## src/rtl/logic_unit_pipe.sv

```systemverilog
// logic_unit_pipe
// Pipelined bitwise logic unit. Each accepted operand beat produces a
// registered result one cycle later, held until downstream takes it.
//
// Ports:
//   clk, rst     rising-edge clock, asynchronous active-high reset
//   in_valid     operand beat offered by upstream
//   in_ready     unit can take a beat this cycle
//   in_a, in_b   operands (in_b is replaced by acc_value when acc_sel=1)
//   in_op        opcode: 0 AND, 1 OR, 2 XOR, 3 NAND, 4 NOR, 5 XNOR,
//                6 NOT A, 7 PASS A
//   acc_sel      use the accumulator as operand B for this beat
//   acc_clr      single-cycle strobe clearing the accumulator
//   out_valid    result register holds a result
//   out_ready    downstream takes the result this cycle
//   out_data     registered result
//   out_zero     out_data == 0
//   out_parity   XOR-reduce of out_data
//   acc_value    accumulator contents
//   txn_count    accepted beats, saturating at all-ones
//
// Handshake (both sides): a transfer happens on a rising edge where valid
// and ready are both high. in_ready = !out_valid || out_ready, so a result
// leaving and a new beat entering on the same edge sustains 1 beat/cycle,
// and a stalled result stays stable until downstream takes it.
module logic_unit_pipe #(
   parameter int WIDTH = 16,
   parameter int CNT_W = 8
) (
   input  logic             clk,
   input  logic             rst,
   input  logic             in_valid,
   output logic             in_ready,
   input  logic [WIDTH-1:0] in_a,
   input  logic [WIDTH-1:0] in_b,
   input  logic [2:0]       in_op,
   input  logic             acc_sel,
   input  logic             acc_clr,
   output logic             out_valid,
   input  logic             out_ready,
   output logic [WIDTH-1:0] out_data,
   output logic             out_zero,
   output logic             out_parity,
   output logic [WIDTH-1:0] acc_value,
   output logic [CNT_W-1:0] txn_count
);

   typedef enum logic [2:0] {
      OP_AND  = 3'd0,
      OP_OR   = 3'd1,
      OP_XOR  = 3'd2,
      OP_NAND = 3'd3,
      OP_NOR  = 3'd4,
      OP_XNOR = 3'd5,
      OP_NOTA = 3'd6,
      OP_PASS = 3'd7
   } opCode_e;

   logic             acceptBeat;
   logic [WIDTH-1:0] operandB;
   logic [WIDTH-1:0] result;
   logic             countFull;

   assign in_ready   = !out_valid || out_ready;
   assign acceptBeat = in_valid && in_ready;
   assign operandB   = acc_sel ? acc_value : in_b;
   assign countFull  = &txn_count;

   always_comb begin
      result = '0;
      unique case (opCode_e'(in_op))
         OP_AND:  result = in_a & operandB;
         OP_OR:   result = in_a | operandB;
         OP_XOR:  result = in_a ^ operandB;
         OP_NAND: result = ~(in_a & operandB);
         OP_NOR:  result = ~(in_a | operandB);
         OP_XNOR: result = ~(in_a ^ operandB);
         OP_NOTA: result = ~in_a;
         OP_PASS: result = in_a;
         default: result = '0;
      endcase
   end

   // Result register. Flags are registered alongside the data so they can
   // never disagree with out_data, including while a result is stalled.
   always_ff @(posedge clk or posedge rst) begin
      if (rst) begin
         out_valid  <= 1'b0;
         out_data   <= '0;
         out_zero   <= 1'b1;
         out_parity <= 1'b0;
      end else if (acceptBeat) begin
         out_valid  <= 1'b1;
         out_data   <= result;
         out_zero   <= (result == '0);
         out_parity <= ^result;
      end else if (out_ready) begin
         out_valid  <= 1'b0;
      end
   end

   // The clear strobe wins over a same-edge accumulate; the beat itself
   // already used the old accumulator value as its operand B.
   always_ff @(posedge clk or posedge rst) begin
      if (rst) begin
         acc_value <= '0;
      end else if (acc_clr) begin
         acc_value <= '0;
      end else if (acceptBeat && acc_sel) begin
         acc_value <= result;
      end
   end

   always_ff @(posedge clk or posedge rst) begin
      if (rst) begin
         txn_count <= '0;
      end else if (acceptBeat && !countFull) begin
         txn_count <= txn_count + 1'b1;
      end
   end

endmodule

```

## config.mk

```make
export PLATFORM = sky130hd
export DESIGN_NAME = logic_unit_pipe
export DESIGN_NICKNAME = d
export VERILOG_FILES = /design/src/rtl/logic_unit_pipe.sv
export SDC_FILE = /design/constraint.sdc
export NUM_CORES = 1
export LEC_CHECK = 0
export BUFFER_PORTS_ARGS = -buffer_cell sky130_fd_sc_hd__clkbuf_2
export CELL_PAD_IN_SITES_DETAIL_PLACEMENT = 0
export CELL_PAD_IN_SITES_GLOBAL_PLACEMENT = 1
export CORE_MARGIN = 4
export CORE_UTILIZATION = 35
export DETAILED_ROUTE_END_ITERATION = 10
export GPL_TIMING_DRIVEN = 0
export PLACE_DENSITY_LB_ADDON = 0.1
export SLEW_MARGIN = 20
export SYNTH_ARGS = -nofsm -noshare
export SYNTH_HDL_FRONTEND = slang
export SYNTH_SLANG_ARGS = --single-unit
export TNS_END_PERCENT = 20
```

## constraint.sdc

```tcl
create_clock -name clk -period 2.95 [get_ports clk]
set_clock_uncertainty 0.1 [all_clocks]
set_input_delay 0 -clock clk [delete_from_list [all_inputs] [get_ports clk]]
set_output_delay 0 -clock clk [all_outputs]
set_load 0.03 [all_outputs]
```

==> impl_metrics.yaml, run 1 <==
synthesis:
  ys_ff_latch: 43
  ys_seq_area_share_pct: 29.8
  syn_area_per_cell_um2: 8.66
  synth_cell_types: 42
  yosysWarningCount: 0
  syn_area_um2: 3620
  syn_nets: 500
  synthCells: 418
die:
  die_area_um2: 12000
  ios: 85
  core-area_um2: 9910
  die_y_um: 110
  die_w_um: 110
  rows: 36
  start_util_pct: 36.5
worst_setup_path:
  end_kind: "register"
  r2r_end: "out_parity"
  crit_buf_inv: 1
  cp_slowest_cell: "mux4_2"
  worst_path_most_repeated_cell: "xnor2_1"
  rrSetupSlack_ns: 0.13
  timing.rr.start: "acc_value[4]"
  critPathKind: "reg2reg"
  critPathArrivalTime_ns: 2.89
  cp.required_ns: 3.01
  critical-path-top-delay-family: "multiplexers"
  critPathMaxFanout: 3
  crit_chain: "mux2i_2 -> ha_1 -> mux2_2 -> mux4_2 -> inv_2 -> ha_1 -> xnor2_1 -> xnor2_1 -> xnor2_1 -> o21ai_0"
  crit_path_max_incr_delay_ns: 0.50
  startpoint_type: "register"
  rr_worst_depth: 10
sta:
  min_period_ns: 2.82
  fmax_mhz: 354
  worstMarginPinSlew_ns: 0.630
  hold_violations: 0
  hold_slack_ns: 0.157
  slew_headroom_pct: 57.9
  fin_crit_sh_pct: 95.8
  rsz0062_at_grt: "no"
  slew_violations: 0
  setup-violations-final: 0
global_routing:
  grtUsageTotal_pct: 18.0
  grt_pass1_vias: 3232
  grt_max_degree: 25
  grt_pass1_wl_um: 16800
  antenna_found_initial: 0
  gr-total-overflow: 0
place:
  dpl.hpwl_um: 8580
  placed_cells: 633
  portBuffers: 81
  finalWeightedCongestion: 0.801
clock_tree:
  cts_buffers: 5
  ctsHtreeMaxLevel: 2
  clkSlewWorstSetupHoldPaths_ns: 0.08
  cts_tree: "done"
  cts-root-buf: "clkbuf_8"
  clkSinkCount: 43
  clock_latency_ns: 0.29
  cts_max_path_buffers: 2
drt:
  drc: 0
  wl_per_cell_um: 16.6
  drt_iter0_drc: 136
  final_antenna_net_count: 0
  via_per_inst: 5.13
  first_pass_iters: 5
  via_count: 3336
  wirelength_um: 10800
layout:
  instances_no_fill: 650
  final_layout_size_suffix_gt1_share_pct: 27.3
  n_antenna_cell: 0
  nets: 598
  final_util_pct: 45.1
  syn2layout_area_growth_pct: 23.4
power_and_ir_drop:
  peakVddDrop_uv: 218
  p_leak_nw: 2.28
  power_density_nw_per_um2: 508
worst_hold_path:
  hp-class: "in2reg"
  holdPathEnd: "out_data[11]"
  holdPathStages: 4
  hold_start: "in_a[11]"
flow_run:
  maxCapViolations: 0
run_status:
  status: "completed"
## worst min-delay path, delay by kind of cell
kind / cells / cell delay, ns
AND/OR/NAND/NOR: 1 / 0.06
buffers and inverters: 1 / 0.11
AO/OA/AOI/OAI: 1 / 0.18
adder cells (fa/ha/maj): 1 / 0.17
## synthesized netlist by cell type (all sizes together)
library cell	instances	share of area, %
o31ai	6	1.2
or2	1	0.17
a22o	6	1.5
nand2	46	4.8
nor2	21	2.2
a211oi	5	1.0
nand4	4	0.69
nor3	3	0.41
a31o	1	0.24
a31oi	2	0.35
inv	45	4.7
mux2	5	1.8
ha	41	14
a221oi	6	1.5
a21oi	28	4.0
o2bb2ai	5	1.2
nand3	3	0.41
mux2i	19	5.3
nand3b	5	1.0
dfrtp	42	29
dfstp	1	0.73
mux4	5	3.1
o221ai	1	0.24
nand2b	10	1.7
nor2b	2	0.35
clkbuf	9	0.93
and3	3	0.52
o22ai	9	1.6
or3	1	0.17
xor2	10	2.4
o21ai	34	4.9
buf	17	2.7
xnor2	16	3.9
nor3b	5	1.0
and2	1	0.17
## area by class of cell
cell class / instances / area (um2)
Clock buffer: 6 / 82.6
Clock inverter: 2 / 35.0
Tap cell: 133 / 166
Buffer: 26 / 138
Multi-Input combinational cell: 304 / 2290
Timing Repair Buffer: 91 / 510
Sequential cell: 43 / 1080
Fill cell: 1037 / 5440
Inverter: 45 / 169
## metal layers
metal  part of all wire [%]  global-route usage [%]  vias up  wire, um
met2                     47                    29.7      101      5090
met1                     46                    25.0     1588      4940
met4                   0.83                    3.92        0        89
met3                    6.0                    2.64       10       649
li1                       -                       -     1637         -
met5                      0                       0        -         0
## cells by family after synthesis
logic type | after synthesis | share of synthesized area [%]
AND/OR/NAND/NOR | 105 | 13.7
AO/OA/AOI/OAI | 103 | 17.7
buffers and inverters | 71 | 8.33
flip-flops | 43 | 29.8
adder cells (fa/ha/maj) | 41 | 14.2
multiplexers | 29 | 10.1
XOR/XNOR | 26 | 6.29
## worst max-delay path by stage
stage,from,to,slack (ns),cells after the start
3_3_place_gp,acc_sel,out_parity,-0.36,14
2_1_floorplan,acc_value[4],out_parity,0.22,10
3_5_place_dp,acc_sel,out_parity,-0.43,14
6_report,acc_value[4],out_parity,0.13,10
4_1_cts,acc_value[9],out_parity,0.05,12
5_1_grt,acc_value[10],out_parity,0.009,12
## sequential cells by signal, summed over array words and instances, names as in the netlist
name and cells:
acc_value 16, out_data 16, out_zero 1, txn_count 8
out_valid 1, out_parity 1
## stage by stage
step                      TNS [ns]  power [mW]  worst slack, ns  area, um2
after detailed placement    -0.431        1.79           -0.431       4220
after CTS                        0        2.27           0.0479       4390
final                            0        2.27            0.125       4470
after global placement      -0.360        1.77           -0.360       4190
after global routing             0        2.43          0.00868       4470
after floorplan                  0        1.48            0.222       3620
## what timing repair did
| action | in CTS | in global routing |
|---|---|---|
| endpoints found under the setup margin | 1 | 1 |
| hold buffers | 4 | 0 |
| endpoints found under the hold margin | 25 | 0 |
| resized for setup | 2 | 12 |
| pin swaps | 0 | 7 |
| buffers inserted | 0 | 5 |
## report_power, final
part	internal [mW]	leakage [nW]	total [mW]	switching, mW
combinational	0.388	1.67	1.00	0.615
sequential	0.693	0.547	0.789	0.0958
clock	0.274	0.0612	0.477	0.203
## cells in the final DEF, fill, tap and decap left out, drive strengths merged, types with 6 or more instances in the layout
| cell type | count |
|---|---|
| o22ai | 9 |
| a221oi | 6 |
| o31ai | 6 |
| a22o | 6 |
| o21ai | 34 |
| buf | 22 |
| inv | 45 |
| dfrtp | 42 |
| a21oi | 28 |
| ha | 41 |
| nand2 | 46 |
| mux2i | 19 |
| xnor2 | 16 |
| xor2 | 10 |
| nor2 | 21 |
| nand2b | 10 |
| clkbuf | 97 |
Note: power is estimated with default switching activity, not from simulation.
==> run 2, diff against run 1 <==
--- a/config.mk
+++ b/config.mk
@@ -13,6 +13,7 @@
 export DETAILED_ROUTE_END_ITERATION = 10
 export GPL_TIMING_DRIVEN = 0
 export PLACE_DENSITY_LB_ADDON = 0.1
+export SETUP_SLACK_MARGIN = 0.3
 export SLEW_MARGIN = 20
 export SYNTH_ARGS = -nofsm -noshare
 export SYNTH_HDL_FRONTEND = slang
==> run 2 against run 1 <==
  * Count of clock-buffer cells in the layout unchanged
  * Sequential cell count unchanged
  * Register-to-register slack better by 0.10 ns
  * Worst setup slack better by 0.10 ns
  * First-iteration DRC count up 34%
  * Die area unchanged
  * Critical endpoint unchanged
  * Largest cell class unchanged
==> impl_metrics.yaml, run 2 (synthesis results as in run 1) <==
worst_setup_path:
  rr_worst_depth: 10
  r2r_end: "out_parity"
  end_kind: "register"
  startpoint_type: "register"
  rrSetupSlack_ns: 0.23
  endpoint: "out_parity"
  timing.rr.start: "acc_value[4]"
  cp.required_ns: 3.02
  critPathKind: "reg2reg"
  critPathMaxFanout: 2
  startpoint: "acc_value[4]"
  critPathArrivalTime_ns: 2.80
sta:
  fmax_mhz: 367
  hold_slack_ns: 0.0788
  slew_violations: 0
  setup-violations-final: 0
  fin_crit_sh_pct: 92.3
  rsz0062_at_grt: "yes"
  hold_violations: 0
  min_period_ns: 2.72
  slew_headroom_pct: 55.0
  worstMarginPinSlew_ns: 0.673
place:
  finalWeightedCongestion: 0.792
  dpl.hpwl_um: 8630
  portBuffers: 81
layout:
  seq_area_um2: 1080
  nFillCells: 995
  syn2layout_area_growth_pct: 30.7
  n_antenna_cell: 0
  nets: 611
  mostFrequentLayoutCell: "clkbuf_2"
  reg.largest.list: "acc_value: 16 flops, out_data: 16 flops, txn_count: 8 flops"
  multi_input_comb_area_um2: 2490
  final_layout_size_suffix_gt1_share_pct: 34.2
  final_cell_mix: "81 x clkbuf_2, 46 x nand2_1, 42 x inv_1"
  final_util_pct: 47.7
global_routing:
  grtUsageTotal_pct: 19.0
  grt.busiest_layer: "met2"
  use_met2_pct: 32.3
  grt_pass1_wl_um: 17700
  gr-usage-met3_pct: 1.94
  gr-total-overflow: 0
  grt_max_degree: 32
  grtUsageMet1_pct: 26.0
  antenna_found_initial: 0
  grt_pass1_vias: 3430
clock_tree:
  cts_tree: "done"
  cts_max_path_buffers: 2
  ctsHtreeMaxLevel: 2
  clock_latency_ns: 0.30
  cts-root-buf: "clkbuf_8"
  cts_buffers: 5
  clkSlewWorstSetupHoldPaths_ns: 0.08
  clkSinkCount: 43
die:
  core-area_um2: 9910
  die_area_um2: 12000
  start_util_pct: 36.5
  rows: 36
  die_w_um: 110
  ios: 85
  die_y_um: 110
run_status:
  status: "completed"
flow_run:
  maxCapViolations: 0
drt:
  final_antenna_net_count: 0
  drc: 0
  drt_iter0_drc: 182
  via_count: 3417
  via_per_inst: 5.15
  first_pass_iters: 4
  wl_per_cell_um: 16.8
  wirelength_um: 11100
worst_hold_path:
  hp-class: "in2async"
power_and_ir_drop:
  power_density_nw_per_um2: 485
  p_leak_nw: 2.35
  peakVddDrop_uv: 258
run 2: report_power, final:
group          internal [mW]  switching, mW
clock network          0.166          0.207
registers              0.694         0.0959
logic                  0.464          0.667
total                   1.32          0.969
run 2: worst min path at each step:
stage                   from            to  slack (ns)  cells past startpoint
floorplan            acc_clr  acc_value[4]       -0.03                      1
global placement    in_valid     out_valid        0.12                      2
detailed placement       rst    out_parity       -0.14                      2
CTS                      rst   out_data[7]        0.08                      3
global route             rst  txn_count[3]        0.11                      3
finish                   rst  txn_count[3]        0.08                      3
run 2: area by class of cell:
| cell class | instances | share of cell area, % |
|---|---|---|
| multi-input combinational | 304 | 52.6 |
| sequential | 43 | 22.9 |
| timing repair buffer | 104 | 12.7 |
| inverter | 45 | 3.57 |
| tap | 133 | 3.52 |
| buffer | 26 | 2.91 |
| clock buffer | 6 | 1.53 |
| clock inverter | 2 | 0.265 |
run 2: metrics by stage:
step / power (mW) / TNS, ns / cell area (um2) / worst slack (ns) / instances
after floorplan: 1.49 / 0 / 3640 / 0.306 / 418
after global placement: 1.78 / -0.206 / 4210 / -0.206 / 632
after detailed placement: 1.80 / -0.220 / 4230 / -0.220 / 633
after CTS: 2.27 / 0 / 4630 / 0.261 / 657
after global routing: 2.44 / 0 / 4730 / 0.103 / 663
final: 2.29 / 0 / 4730 / 0.228 / 663
run 2: critical path: stages (launching register included):
cell and delay, ns:
dfrtp_2 0.43, mux2i_2 0.19, ha_1 0.27, mux2_4 0.26, mux4_2 0.50, inv_2 0.10, ha_4 0.20, xnor2_2 0.12
xnor2_1 0.18, xnor2_1 0.18, o21ai_1 0.08
run 2: what timing repair did:
item                                    CTS  global route
buffers inserted                         12             6
endpoints found under the setup margin    1             1
cloned                                    0             0
hold endpoints to repair                 44             0
pin swaps                                18            14
hold buffers                              4             0
resized for setup                        29            11
run 2: routing by layer:
| layer | wire length, um | vias up | share of wire [%] |
|---|---|---|---|
| met1 | 5170 | 1660 | 46 |
| met3 | 473 | 12 | 4.2 |
| met5 | 0 | - | 0 |
| met4 | 137 | 0 | 1.2 |
| li1 | - | 1660 | - |
| met2 | 5360 | 85 | 48 |
